### src/rtl/matrix_stream_controller.sv
// rtl/matrix_stream_controller.sv - byte-stream front/back end for the 5x5 int8 matrix multiplier
// Loads A then B over a valid/ready stream, runs one 5-row pass, returns 25 result bytes.
module matrix_stream_controller (
  input  logic         clock,
  input  logic         reset,
  input  logic [7:0]   in_data,
  input  logic         in_valid,
  output logic         in_ready,
  output logic [7:0]   out_data,
  output logic         out_valid,
  input  logic         out_ready,
  output logic [199:0] matrix_a,
  output logic [199:0] matrix_b,
  output logic         mult_start,
  input  logic [199:0] mult_result,
  input  logic         mult_done,
  output logic         frame_done,
  output logic         error
);

  typedef enum logic [2:0] {
    S_SYNC   = 3'd0,
    S_LOAD_A = 3'd1,
    S_LOAD_B = 3'd2,
    S_RUN    = 3'd3,
    S_CHECK  = 3'd4,
    S_SEND   = 3'd5
  } state_t;

  state_t         state_q, state_d;
  logic [4:0]     idx_q, idx_d;
  logic [2:0]     cnt_q, cnt_d;
  logic [199:0]   mat_a_q, mat_a_d;
  logic [199:0]   mat_b_q, mat_b_d;
  logic [199:0]   res_q, res_d;
  logic           frame_done_q, frame_done_d;
  logic           error_q, error_d;
  logic           last_idx;
  logic           sync_hit;
  logic [7:0]     send_byte;

  // A done seen after at least one start cycle means the multiplier row just wrapped to 0.
  assign sync_hit = (cnt_q != 3'd0) && mult_done;
  assign last_idx = (idx_q == 5'd24);

  always_ff @(posedge clock) begin
    if (reset) begin
      state_q      <= S_SYNC;
      idx_q        <= 5'd0;
      cnt_q        <= 3'd0;
      mat_a_q      <= '0;
      mat_b_q      <= '0;
      res_q        <= '0;
      frame_done_q <= 1'b0;
      error_q      <= 1'b0;
    end else begin
      state_q      <= state_d;
      idx_q        <= idx_d;
      cnt_q        <= cnt_d;
      mat_a_q      <= mat_a_d;
      mat_b_q      <= mat_b_d;
      res_q        <= res_d;
      frame_done_q <= frame_done_d;
      error_q      <= error_d;
    end
  end

  always_comb begin
    state_d      = state_q;
    idx_d        = idx_q;
    cnt_d        = cnt_q;
    mat_a_d      = mat_a_q;
    mat_b_d      = mat_b_q;
    res_d        = res_q;
    frame_done_d = 1'b0;
    error_d      = error_q;
    case (state_q)
      S_SYNC: begin
        if (sync_hit) begin
          state_d = S_LOAD_A;
          idx_d   = 5'd0;
          cnt_d   = 3'd0;
        end else if (cnt_q != 3'd7) begin
          cnt_d = cnt_q + 3'd1;
        end
      end
      S_LOAD_A, S_LOAD_B: begin
        if (in_valid) begin
          for (int k = 0; k < 25; k++) begin
            if (idx_q == 5'(k)) begin
              if (state_q == S_LOAD_A) mat_a_d[8*k +: 8] = in_data;
              else                     mat_b_d[8*k +: 8] = in_data;
            end
          end
          if (last_idx) begin
            idx_d   = 5'd0;
            cnt_d   = 3'd0;
            state_d = (state_q == S_LOAD_A) ? S_LOAD_B : S_RUN;
          end else begin
            idx_d = idx_q + 5'd1;
          end
        end
      end
      S_RUN: begin
        if (cnt_q == 3'd4) begin
          state_d = S_CHECK;
          cnt_d   = 3'd0;
        end else begin
          cnt_d = cnt_q + 3'd1;
        end
      end
      S_CHECK: begin
        res_d   = mult_result;
        error_d = error_q | ~mult_done;
        idx_d   = 5'd0;
        state_d = S_SEND;
      end
      S_SEND: begin
        if (out_ready) begin
          if (last_idx) begin
            idx_d        = 5'd0;
            frame_done_d = 1'b1;
            state_d      = S_LOAD_A;
          end else begin
            idx_d = idx_q + 5'd1;
          end
        end
      end
      default: state_d = S_SYNC;
    endcase
  end

  always_comb begin
    send_byte = 8'd0;
    for (int k = 0; k < 25; k++) begin
      if (idx_q == 5'(k)) send_byte = res_q[8*k +: 8];
    end
    in_ready   = (state_q == S_LOAD_A) || (state_q == S_LOAD_B);
    out_valid  = (state_q == S_SEND);
    out_data   = (state_q == S_SEND) ? send_byte : 8'd0;
    mult_start = (state_q == S_SYNC) ? ~sync_hit : (state_q == S_RUN);
  end

  assign matrix_a   = mat_a_q;
  assign matrix_b   = mat_b_q;
  assign frame_done = frame_done_q;
  assign error      = error_q;

endmodule

### config.mk
export PLATFORM = sky130hd
export DESIGN_NAME = matrix_stream_controller
export DESIGN_NICKNAME = d
export VERILOG_FILES = /design/src/rtl/matrix_stream_controller.sv
export SDC_FILE = /design/constraint.sdc
export NUM_CORES = 1
export LEC_CHECK = 0
export ABC_AREA = 1
export BUFFER_PORTS_ARGS = -buffer_cell sky130_fd_sc_hd__buf_2
export CAP_MARGIN = 20
export CORE_AREA = 4 4 239 241
export CTS_BUF_LIST = sky130_fd_sc_hd__clkbuf_8
export DETAILED_ROUTE_END_ITERATION = 16
export DIE_AREA = 0 0 243 245
export GPL_ROUTABILITY_DRIVEN = 0
export PLACE_DENSITY = 0.72
export SYNTH_ARGS = -nofsm -noshare
export SYNTH_HDL_FRONTEND = slang
export SYNTH_SLANG_ARGS = --single-unit
### constraint.sdc
create_clock -name clock -period 3.4 [get_ports clock]
set_clock_uncertainty 0.05 [all_clocks]
set_input_delay 0.34 -clock clock [delete_from_list [all_inputs] [get_ports clock]]
set_output_delay 0.34 -clock clock [all_outputs]
set_load 0.05 [all_outputs]
==> flow_summary.toml <==
[outcome]
status = "complete, but fails checks"
violations = "negative setup slack"

[clock_tree]
cts.htree.levels = 3
clockBufferDepth = 3
cts_made_buffers = 98
clk_latency_ns = 0.70
cts_tree = "built"
cts.sinks = 613
root_buffer = "clkbuf_8"
clk_pin_slew_ns = 0.06

[critical_path]
cp.arrival_ns = 3.84
crit_path_max_incr_delay_ns = 0.38
critPathLaunchType = "register"
r2r_start = "state_q[2]"
cp_top_family = "simple AND/OR/NAND/NOR gates"
crit_slowest_cell = "dfxtp_4"
path_class = "register to primary output"
cp.required_ns = 3.01
crit_path_end_kind = "primary output"
critical_path_buf_inv_count = 4
crit_start = "idx_q[0]"
cpMostUsedCell = "nand2_1"
cp_max_fo = 5

[power_and_ir_drop]
leakage_nw = 14.7
p_total_mw = 19.1
peakVddDrop_v = 0.000366
power_density_mw_per_mm2 = 597

[grt]
antenna_found_initial = 5
grt_max_degree = 202
grt_util_all_layers_pct = 28.8
grt_overflow = 0
grt_pass1_wl_um = 136000
grt_pass1_vias = 23400

[synthesis]
synth_common_cells = "dfxtp_1, o21ai_0, nor2_1"
synth_area_mm2 = 0.0232
synth-edff-count = 0
avgSynthCellArea_um2 = 7.76
dominantRegCellSynth = "dfxtp_1"
synthArstFlopShare_pct = 0
synthCells = 2989
ys_top_cells_by_area = "dfxtp_1, o21ai_0, nor2_1"
ys_seq_area_share_pct = 52.9
synth_cell_types = 42
synth_warnings = 0
yosysTopAreaCell = "dfxtp_1"
synth_top_cell_area_share_pct = 52.9
synth.most_common_cell = "dfxtp_1"
ys_ff_latch = 613
synth_nets = 3210

[floorplan]
rows = 86
die_h_um = 245
initial_core_util_pct = 42.3
fp.dieW_um = 243
die-area_mm2 = 0.0595
core_mm2 = 0.0549
ios = 626

[routing]
dr.pass1.iters = 5
wl_per_cell_um = 19.5
vias = 24200
drt_wl_total_um = 90300
avgViaCountPerCell = 5.24
drtAntennaViolNets = 0
first_iter_violations = 2082
drc_errors = 0

[timing]
max_freq_ghz = 0.236
worst_pin_slew_ns = 0.994
rsz0062_at_grt = "yes"
setup_tns_ns = -6.13
setup_violations = 8
setup_ws_ns = -0.829
period_minus_slack_ns = 4.23
hold_violations = 0
maxSlewViolCount = 0
relSlewSlack_pct = 33.7
period_share_pct = 124

[placed_design]
placed_cell_area_mm2 = 0.0274
dp_hpwl_um = 59000
port_buffers = 625

[finish]
fin_nets = 4066
drive_above_1_share_pct = 26.8
fin_area_mm2 = 0.0319
syn_to_final_growth_pct = 37.6

[worst_hold_path]
hp-start = "reset"
hold_class = "input pin to register"

[run]
cap_violations = 0
[routing by layer]
layer  share of wire (%)  GRT usage [%]  up-vias  wire length [µm]
li1                    -              -    11700                 -
met1                  39           34.9    11100             35600
met2                  47           47.7     1145             42900
met3                 7.5           6.73      312              6780
met4                 5.7           15.5        0              5130
met5                   0              0        -                 0
[stage by stage]
step / hold slack, ns / utilization, % / setup WS, ns / std cells
floorplan: 0.397 / - / 0.0486 / 2989
detailed placement: 0.400 / 49.9 / -0.233 / 4224
CTS: 0.115 / 57.9 / -0.777 / 4615
finish: 0.119 / 58.2 / -0.829 / 4625
global route: 0.156 / 58.2 / -1.13 / 4623
global placement: 0.397 / 49.9 / -0.191 / 4222
[tightest hold or removal path, cell delays in order]
cell	delay, ns
buf_4	0.12
inv_8	0.13
o21ai_0	0.17
nor2_1	0.05
[cells in the final DEF, fill, tap and decap left out, types with 17 or more instances in the layout]
cell type        n
buf_2          616
dfxtp_1        610
o21ai_0        561
nor2_1         538
a21oi_1        347
nand2_1        280
dlygate4sd3_1  210
inv_1          136
buf_4          135
clkbuf_8       126
a211oi_1        73
nand3_1         67
or2_2           31
inv_2           19
nand3_2         18
buf_6           17
[power breakdown]
part | switching, mW | internal [mW]
Combinational | 2.74 | 1.57
Clock | 2.98 | 3.41
Sequential | 0.471 | 7.88
[repair_timing]
| action | in CTS | in global routing |
|---|---|---|
| pin swaps | 22 | 42 |
| setup buffers | 9 | 5 |
| hold endpoints to repair | 218 | 0 |
| hold buffers | 210 | 0 |
| gates cloned | 1 | 0 |
| setup endpoints to repair | 8 | 8 |
| resized for setup | 52 | 30 |
[flip-flops by register name (all words and copies together), names as in the netlist]
signal	count
state_q	3
error	1
frame_done	1
idx_q	5
res_q	200
matrix_b	200
cnt_q	3
matrix_a	200
[worst paths after layout]
kind	endpoint	slack (ns)	cells past startpoint
worst max-delay path	out_data[6]	-0.83	30
worst min-delay path	res_q[38]	0.12	4
worst max register to register	matrix_b[176]	0.62	8
worst min register to register	matrix_a[124]	0.41	2
[kinds of logic after synthesis]
logic type      synth area share [%]
compound gates                  22.6
fa+ha+maj                      0.432
flops                           52.9
buf+inv                         6.43
simple gates                    17.6
[layout make-up]
type	instances	area, µm²
antenna	5	12.5
clock buffer	126	1730
clock inverter	45	260
fill	4895	23000
inverter	138	547
multi-input combinational	2009	9680
sequential	613	12300
tap	704	881
timing repair buffer	985	6530
Power figures use the tool's default switching activity.
